`config.mk`:
```
export PLATFORM = sky130hd
export DESIGN_NAME = pesanteur_n
export DESIGN_NICKNAME = d
export VERILOG_FILES = /design/src/rtl/pesanteur_pkg.sv /design/src/rtl/pesanteur_n_lfsr.sv /design/src/rtl/pesanteur_n.sv
export SDC_FILE = /design/constraint.sdc
export NUM_CORES = 1
export LEC_CHECK = 0
export BUFFER_PORTS_ARGS = -buffer_cell sky130_fd_sc_hd__buf_4
export CAP_MARGIN = 40
export CELL_PAD_IN_SITES_DETAIL_PLACEMENT = 1
export CELL_PAD_IN_SITES_GLOBAL_PLACEMENT = 2
export CORE_MARGIN = 2
export CORE_UTILIZATION = 30
export CTS_BUF_LIST = sky130_fd_sc_hd__clkbuf_8
export CTS_CLUSTER_DIAMETER = 50
export CTS_CLUSTER_SIZE = 30
export DETAILED_ROUTE_END_ITERATION = 10
export PLACE_DENSITY_LB_ADDON = 0.1
export SLEW_MARGIN = 20
export SYNTH_ARGS = -nofsm -noshare
export SYNTH_HDL_FRONTEND = slang
export SYNTH_SLANG_ARGS = --single-unit
```
`constraint.sdc`:
```
create_clock -name clk -period 4.1 [get_ports clk]
set_input_delay 0.615 -clock clk [delete_from_list [all_inputs] [get_ports clk]]
set_output_delay 0.615 -clock clk [all_outputs]
set_load 0.05 [all_outputs]
```
`src/rtl/pesanteur_pkg.sv`:
```
// pesanteur_pkg
//   Shared definitions for the gravity engine.
//   - state_t       : engine state encoding
//   - LFSR_SEED/TAPS: colour LFSR seed and feedback taps (x^5 + x^3 + 1)
//   - col_height()  : pulls the height field of one column out of the packed
//                     height bus (bus zero-extended to HBUS_W by the caller)
package pesanteur_pkg;

    typedef enum logic [2:0] {
        SPAWN  = 3'd0,
        FALL   = 3'd1,
        SETTLE = 3'd2,
        CHECK  = 3'd3,
        LOST   = 3'd4
    } state_t;

    localparam logic [4:0] LFSR_SEED = 5'b00001;
    // Fibonacci form, shift toward MSB, feedback = q[4] ^ q[2].
    localparam logic [4:0] LFSR_TAPS = 5'b10100;

    // Wide enough for 8 columns of up to 8-bit height fields.
    localparam int HBUS_W = 64;

    function automatic logic [7:0] col_height(input logic [HBUS_W-1:0] bus,
                                              input int               c,
                                              input int               hw);
        logic [HBUS_W-1:0] sh;
        sh = bus >> (c * hw);
        return sh[7:0] & 8'((1 << hw) - 1);
    endfunction

endpackage

```
`src/rtl/pesanteur_n_lfsr.sv`:
```
// lfsr_couleur
//   Free-running W-bit Fibonacci LFSR used to pick brick colours.
//   Starting from a non-zero seed it never reaches the all-zero state.
//   Ports:
//     clk    in   system clock
//     reset  in   synchronous, active-low reset (loads SEED)
//     en     in   advance enable
//     q      out  current LFSR value
module lfsr_couleur #(
    parameter int           W    = 5,
    parameter logic [W-1:0] SEED = W'(1),
    parameter logic [W-1:0] TAPS = W'(20)
) (
    input  logic         clk,
    input  logic         reset,
    input  logic         en,
    output logic [W-1:0] q
);

    logic fb;

    assign fb = ^(q & TAPS);

    always_ff @(posedge clk) begin
        if (!reset) begin
            q <= SEED;
        end else if (en) begin
            q <= {q[W-2:0], fb};
        end
    end

endmodule

```
`src/rtl/pesanteur_n.sv`:
```
// pesanteur_n
//   Gravity engine for the falling-brick game. Moves one brick down a set of
//   NCOLS column stacks on each gravity tick, accepts player column moves,
//   requests stack increments on landing, requests bottom-row removal when
//   every column is non-empty, and flags game loss when the spawn column is
//   full.
//
//   state  | meaning
//   -------+-----------------------------------------------------------
//   SPAWN  | place a new brick at the top of the middle column, or lose
//   FALL   | brick active; ticks move it down, col_req moves it sideways
//   SETTLE | one idle cycle so the external counters absorb plus/aligne
//   CHECK  | clear a full bottom row (then re-settle) or spawn next brick
//   LOST   | sticky game-over, only reset leaves it
//
//   Ports:
//     clk      in   system clock
//     reset    in   synchronous, active-low reset
//     hauteur  in   packed column heights, column i at [i*HW +: HW]
//     col_req  in   player-requested column
//     pulse    in   gravity tick level, rising edge used
//     plus     out  one-hot one-cycle increment to the landing column
//     aligne   out  one-cycle request to drop the bottom row everywhere
//     perdu    out  sticky game-lost flag
//     row      out  brick cell index, 0 = bottom
//     col_cur  out  brick column
//     couleur  out  brick colour, 0 when no brick is active
//     active   out  brick is falling
module pesanteur_n
    import pesanteur_pkg::*;
#(
    parameter  int NCOLS  = 3,
    parameter  int HEIGHT = 7,
    parameter  int CLRW   = 5,
    localparam int HW     = $clog2(HEIGHT + 1),
    localparam int CW     = $clog2(NCOLS)
) (
    input  logic                clk,
    input  logic                reset,
    input  logic [NCOLS*HW-1:0] hauteur,
    input  logic [CW-1:0]       col_req,
    input  logic                pulse,
    output logic [NCOLS-1:0]    plus,
    output logic                aligne,
    output logic                perdu,
    output logic [HW-1:0]       row,
    output logic [CW-1:0]       col_cur,
    output logic [CLRW-1:0]     couleur,
    output logic                active
);

    localparam logic [CW-1:0] COL_MID = CW'(NCOLS / 2);
    localparam logic [HW-1:0] ROW_TOP = HW'(HEIGHT - 1);
    localparam logic [HW-1:0] H_FULL  = HW'(HEIGHT);

    state_t            state, state_n;
    logic [HW-1:0]     row_n;
    logic [CW-1:0]     col_n;
    logic [CLRW-1:0]   couleur_n;
    logic              active_n;
    logic [NCOLS-1:0]  plus_n;
    logic              aligne_n;
    logic              perdu_n;
    logic              pulse_q;
    logic              tick;
    logic [CLRW-1:0]   lfsr_q;
    logic [HBUS_W-1:0] hbus;
    logic [HW-1:0]     h_cur, h_req, h_mid;
    logic              req_ok;
    logic              all_filled;

    lfsr_couleur #(
        .W    (CLRW),
        .SEED (CLRW'(LFSR_SEED)),
        .TAPS (CLRW'(LFSR_TAPS))
    ) u_lfsr (
        .clk   (clk),
        .reset (reset),
        .en    (1'b1),
        .q     (lfsr_q)
    );

    assign tick   = pulse & ~pulse_q;
    assign hbus   = HBUS_W'(hauteur);
    assign h_cur  = HW'(col_height(hbus, int'(col_cur), HW));
    assign h_req  = HW'(col_height(hbus, int'(col_req), HW));
    assign h_mid  = HW'(col_height(hbus, int'(COL_MID), HW));
    assign req_ok = int'(col_req) < NCOLS;

    always_comb begin
        all_filled = 1'b1;
        for (int c = 0; c < NCOLS; c++) begin
            if (col_height(hbus, c, HW) == 8'd0) begin
                all_filled = 1'b0;
            end
        end
    end

    always_ff @(posedge clk) begin
        if (!reset) begin
            state   <= SPAWN;
            row     <= ROW_TOP;
            col_cur <= COL_MID;
            couleur <= '0;
            active  <= 1'b0;
            plus    <= '0;
            aligne  <= 1'b0;
            perdu   <= 1'b0;
            pulse_q <= 1'b0;
        end else begin
            state   <= state_n;
            row     <= row_n;
            col_cur <= col_n;
            couleur <= couleur_n;
            active  <= active_n;
            plus    <= plus_n;
            aligne  <= aligne_n;
            perdu   <= perdu_n;
            pulse_q <= pulse;
        end
    end

    always_comb begin
        state_n   = state;
        row_n     = row;
        col_n     = col_cur;
        couleur_n = couleur;
        active_n  = active;
        plus_n    = '0;
        aligne_n  = 1'b0;
        perdu_n   = perdu;
        unique case (state)
            SPAWN: begin
                row_n = ROW_TOP;
                col_n = COL_MID;
                if (h_mid >= H_FULL) begin
                    perdu_n  = 1'b1;
                    active_n = 1'b0;
                    state_n  = LOST;
                end else begin
                    couleur_n = lfsr_q;
                    active_n  = 1'b1;
                    state_n   = FALL;
                end
            end
            FALL: begin
                if (tick) begin
                    // Moves are ignored on tick cycles so landing always
                    // uses the column the brick actually fell in.
                    if (row == h_cur) begin
                        plus_n    = NCOLS'(1) << col_cur;
                        active_n  = 1'b0;
                        couleur_n = '0;
                        state_n   = SETTLE;
                    end else begin
                        row_n = row - HW'(1);
                    end
                end else if (col_req != col_cur && req_ok && h_req <= row) begin
                    col_n = col_req;
                end
            end
            SETTLE: begin
                state_n = CHECK;
            end
            CHECK: begin
                // Going back through SETTLE lets a second full row be seen.
                if (all_filled) begin
                    aligne_n = 1'b1;
                    state_n  = SETTLE;
                end else begin
                    state_n = SPAWN;
                end
            end
            LOST: begin
                perdu_n   = 1'b1;
                active_n  = 1'b0;
                couleur_n = '0;
            end
            default: begin
                state_n = SPAWN;
            end
        endcase
    end

endmodule

```
# After elaboration in Yosys (flattened, before gate mapping)
# Index checks and enable logic that the tools add are counted.
[word_totals]
regBits = 25
input_bits = 14
output_inout_bits = 16
wordCells = 78
[classes]
add_sub_neg = 1
multipliers = 2
order_cmp = 3
eq_ne = 13
n_shift = 3
muxes = 25
bitwise = 3
reduce_logical = 18
[ops]
columns = ["cell", "n"]
rows = [
  ["$logic_not A8 Y1", 3],
  ["$shr A9 B4 Y3", 2],
  ["$mux W3", 5],
  ["$mux W5", 3],
  ["$pmux W3 S5", 1],
  ["$pmux W5 S3", 1],
  ["$ne A2 B2 Y1 const B", 7],
  ["$reduce_and A3 Y1", 4],
  ["$mul A2 B2 Y4 const B", 2],
  ["$mux W1", 8],
  ["$reduce_and A4 Y1", 2],
  ["$eq A3 B2 Y1 const B", 2],
  ["$mux W2", 3],
  ["$pmux W3 S2", 1],
  ["$reduce_xor A5 Y1", 1],
  ["$pmux W2 S2", 1],
  ["$reduce_and A2 Y1", 2],
  ["$reduce_bool A2 Y1", 2],
  ["$eq A3 B1 Y1 const B", 1],
  ["$eq A3 B3 Y1", 1],
  ["$eq A3 B3 Y1 const B", 1],
  ["$ge A3 B3 Y1 const B", 1],
  ["$le A3 B3 Y1", 1],
  ["$logic_not A3 Y1", 1],
  ["other kinds (10)", 12],
]

# Logic depth before layout (Yosys ltp)
[logic_depth]
depth_word = 7
mapped_depth = 11
ltp_nobuf = 10

# By module
# Synthesis repeated with hierarchy kept, for this count alone.
[hier_totals]
hier_cells = 147
hier_area_um2 = 1345.0
[modules_own_cells]
columns = ["mod", "instances", "cells_per_inst", "area_per_inst_um2", "seq_area_each_um2"]
rows = [
  ["pesanteur_n", 1, 130, 1146.1, 400.4],
  ["lfsr_couleur", 1, 17, 198.9, 100.1],
]

# Least setup slack after synthesis
# Ideal clock, no wire load.
[synth_timing]
path_kind = "input port to flip-flop"
start = "input col_req[1]"
end = "register col_cur[0]"
setup_ns = 0.136
arrival_ns = 2.350
required_ns = 3.964
setup_slack_ns = 1.614
cell_stages = 10
path_buffers = 1
cell_sequence = "clkbuf_1 -> mux2i_1 -> o21ai_0 -> ha_1 -> nor2b_1 -> o21ai_0 -> a32oi_1 -> o31ai_1 -> nor4b_1 -> o21ai_0"
[synth_via]
elab_chain_len = 6
elab_cells_between_ends = 9
cone_classes = "mul (1); order compare (2); eq/ne (2); shift (1); reduce/logical (3)"
[synth_rtl]
columns = ["element", "line", "text"]
rows = [
  ["from (decl)", "pesanteur_n.sv:41", "input logic [CW-1:0] col_req,"],
  ["$mul A2 B2 Y4", "pesanteur_pkg.sv:28", "sh = bus >> (c * hw);"],
  ["$shr A9 B4 Y3", "pesanteur_pkg.sv:28", ""],
  ["$le A3 B3 Y1", "pesanteur_n.sv:158", "end else if (col_req != col_cur && req_ok && h_req <= row) begin"],
  ["$logic_and A1 B1 Y1 (*)", "pesanteur_n.sv:158", ""],
  ["$ne A2 B2 Y1 (no line) (*)", "n/a", ""],
  ["$reduce_and A3 Y1 (no line) (*)", "n/a", ""],
  ["to (signal assigned)", "pesanteur_n.sv:113", "col_cur <= col_n;"],
  ["to (decl)", "pesanteur_n.sv:47", "output logic [CW-1:0] col_cur,"],
]
# Every way passes the cells marked *; elsewhere a longest branch is shown, timed or not.
# A chain may end at the register's enable or synchronous reset.

# Final worst setup path
[layout_timing]
start = "register col_cur[0]"
end = "register couleur[0]"
[layout_via]
elab_chain_len = 5
[layout_rtl]
columns = ["element", "line", "text"]
rows = [
  ["$mul A2 B2 Y4", "pesanteur_pkg.sv:28", ""],
  ["$shr A9 B4 Y3", "pesanteur_pkg.sv:28", ""],
  ["$eq A3 B3 Y1", "pesanteur_n.sv:150", "if (row == h_cur) begin"],
  ["$ne A2 B2 Y1 (no line)", "n/a", ""],
  ["$reduce_and A4 Y1 (no line)", "n/a", ""],
  ["to (signal assigned)", "pesanteur_n.sv:114", "couleur <= couleur_n;"],
  ["to (decl)", "pesanteur_n.sv:48", "output logic [CLRW-1:0] couleur,"],
]
# Every way passes these cells.

==> flow_summary.ini <==
[outcome]
outcome = complete, no violations

[logic_synthesis]
syn_area_per_cell_um2 = 8.38
synth_fp_nets = 182
synth_cells = 164
async_flop_share = 0
synthMuxAreaShare = 0.0920
synth_adder_area_share = 0.0364
synth_compound_area_frac = 0.148
yosysTopAreaCellShare = 0.364
synth_top_area_cell = dfxtp_1
synthSimpleGateAreaFrac = 0.283
synth_edf_count = 0
synthDistinctLibCells = 41
synthFlopType = dfxtp_1
ys_ff_latch = 25
yosysWarningCount = 0
synth_top_family_by_area = simple AND/OR/NAND/NOR gates
synth.area.top_cells = dfxtp_1 36%, mux2i_1 7.3%, nand2_1 5.5%
ys_seq_area_frac = 0.364
netlist_top_cells_count = 25 x dfxtp_1, 20 x nand2_1, 10 x mux2i_1, 10 x o21ai_0, 9 x inv_1
synth_xor_area_frac = 0.0191
syn_area_mm2 = 0.00137
yosysMostFrequentCell = dfxtp_1

[clock_tree]
cts_buffers = 3
ctsResizeCount = 0
clkTransAtPathRegs_ps = 100
cts-root-buf = clkbuf_8
htreeDepth = 1
ctsHoldBuffers = 0
post-cts-setup-buffers = 0
clockBufferDepth = 2
clkSinkCount = 25
clk_latency_ps = 270
cts_tree = yes

[global_route]
grt_pass1_wl_um = 6230
grt_usage = 0.155
grt_max_degree = 25
grt_pass1_vias = 1256
antenna_found_initial = 0
grtUsageMet2 = 0.248
grt_busiest_layer = met2
gr-total-overflow = 0
use_met1 = 0.217
use_met3 = 0.0281

[setup_path]
critPathLaunch = col_cur[0]
slowest_delay_ps = 620
cp_max_fo = 14
arrival_ps = 2600
critical_path.startpoint_type = flip-flop
critical-path-slowest-cell = dfxtp_1
crit_end = couleur[0]
r2r_end = couleur[0]
crit_type = flip-flop to flip-flop
crit_chain = mux2_2 > or3_1 > a22oi_2 > nand2_1 > o21a_1 > mux2i_1
endpoint_kind = flip-flop
worst_ep_required_time_ps = 4260
reg2reg_from = col_cur[0]
r2r_cells = 6
ff2ff_setup_slack_ps = 1660

[layout]
diodes = 0
fill_cells = 548
fin_area_mm2 = 0.00166
final_layout_size_suffix_gt1_frac = 0.197
final_nets = 207
area_growth_syn_to_layout_pct = 21.0

[timing]
fmax_ghz = 0.409
fin_crit_ps = 2440
finalHoldViolCount = 0
finalClockSkew_ps = 4.47
worst_pin_slew_ps = 686
slew_violations = 0
tns_ps = 0
finalSetupViolations = 0
slew_headroom = 0.542
rsz0062_at_grt = no
period_share = 0.596

[die]
fp.dieW_um = 71.7
start_util = 0.313
fp.dieArea_mm2 = 0.00514
core-area_mm2 = 0.00438
die_h_um = 71.7
rows = 24
ios = 30

[pwr]
p_switching_w = 0.000179
pwr-share-comb = 0.227
p_clk_frac = 0.287
irDropWorstVdd_mv = 0.132
internal-power_w = 0.000375
power_leakage_nw = 0.740
power_frac_seq = 0.486
cellPowerDensity_mw_per_mm2 = 333
switching_share = 0.324

[hold_path]
hp-class = flip-flop to flip-flop
hold_depth = 1

[routing]
drt-initial-drc-count = 55
vias = 1265
wl_per_cell_um = 15.9
drc = 0
antenna_left = 0
firstDrtPassIters = 4
viasPerCell = 5.27
wl_um = 3810

[flow_run]
drv_cap = 0

[place]
place_congestion = 0.790
portBuffers = 29
placed_cell_area_mm2 = 0.00161
place_hpwl_um = 2970
==> kinds of logic after synthesis <==
logic type / after synthesis
buffers and inverters: 18
flip-flops: 25
XOR/XNOR: 3
adder cells (fa/ha/maj): 4
AND/OR/NAND/NOR: 72
multiplexers: 12
AO/OA/AOI/OAI: 30
==> worst min-delay path by stage <==
stage | startpoint | to | slack (ps)
6_report | u_lfsr.q[1] | u_lfsr.q[2] | 470
2_1_floorplan | u_lfsr.q[0] | u_lfsr.q[1] | 430
5_1_grt | couleur[3] | couleur[3] | 500
4_1_cts | u_lfsr.q[1] | u_lfsr.q[2] | 470
3_3_place_gp | u_lfsr.q[1] | u_lfsr.q[2] | 440
3_5_place_dp | u_lfsr.q[1] | u_lfsr.q[2] | 450
==> cell type report <==
type,instances,area (µm²),share of cell area
Multi-Input combinational cell,121,796,0.479
Clock buffer,3,41.3,0.0248
Clock inverter,1,8.76,0.00527
Tap cell,52,65.1,0.0391
Timing Repair Buffer,29,218,0.131
Inverter,9,33.8,0.0203
Sequential cell,25,500,0.301
==> worst max-delay path, delay by kind of cell, from the launching register on <==
family | cells | cell delay (ps)
flops | 1 | 620
compound gates | 2 | 570
mux | 2 | 560
simple gates | 2 | 590
==> metrics by stage <==
step           worst slack, ps  total power (W)  hold slack [ps]  instances  utilization
6_report                  1660         0.000554              467        240        0.379
3_3_place_gp              1530         0.000398              440        236        0.368
4_1_cts                   1630         0.000559              470        240        0.379
5_1_grt                   1470         0.000587              504        240        0.379
3_5_place_dp              1470         0.000402              447        236        0.368
2_1_floorplan             1610         0.000360              428        164            -
==> power groups by stage <==
stage	logic, W	registers [W]	clock network [W]
2_1_floorplan	0.0000705	0.000290	0
3_3_place_gp	0.000123	0.000274	0
3_5_place_dp	0.000127	0.000275	0
4_1_cts	0.000127	0.000270	0.000163
5_1_grt	0.000138	0.000272	0.000177
6_report	0.000126	0.000269	0.000159
==> per-layer routing <==
layer | up-vias | part of all wire
met3 | 4 | 0.043
met1 | 601 | 0.49
li1 | 628 | -
met5 | - | 0
met2 | 32 | 0.46
met4 | 0 | 0.0076
==> state kept, by name, indices dropped and copies added, names as in the netlist <==
| register | count |
|---|---|
| u_lfsr.q | 5 |
| plus | 3 |
| col_cur | 2 |
| pulse_q | 1 |
| aligne | 1 |
| perdu | 1 |
| active | 1 |
| couleur | 5 |
| row | 3 |
| state | 3 |
==> cell usage in the layout, fill, tap and decap left out, drive strengths merged, types with 3 or more instances in the layout <==
cell type / instances
inv: 10
dfxtp: 25
nand2: 20
a21boi: 3
nor2b: 8
nand4: 4
o21a: 3
nor2: 5
nor3: 8
ha: 4
buf: 29
nand3: 3
nand2b: 3
mux2i: 10
clkbuf: 3
a21oi: 4
or3: 3
and2: 7
o21ai: 10
nor4: 3
No activity file was read; power rests on OpenSTA's default activity.
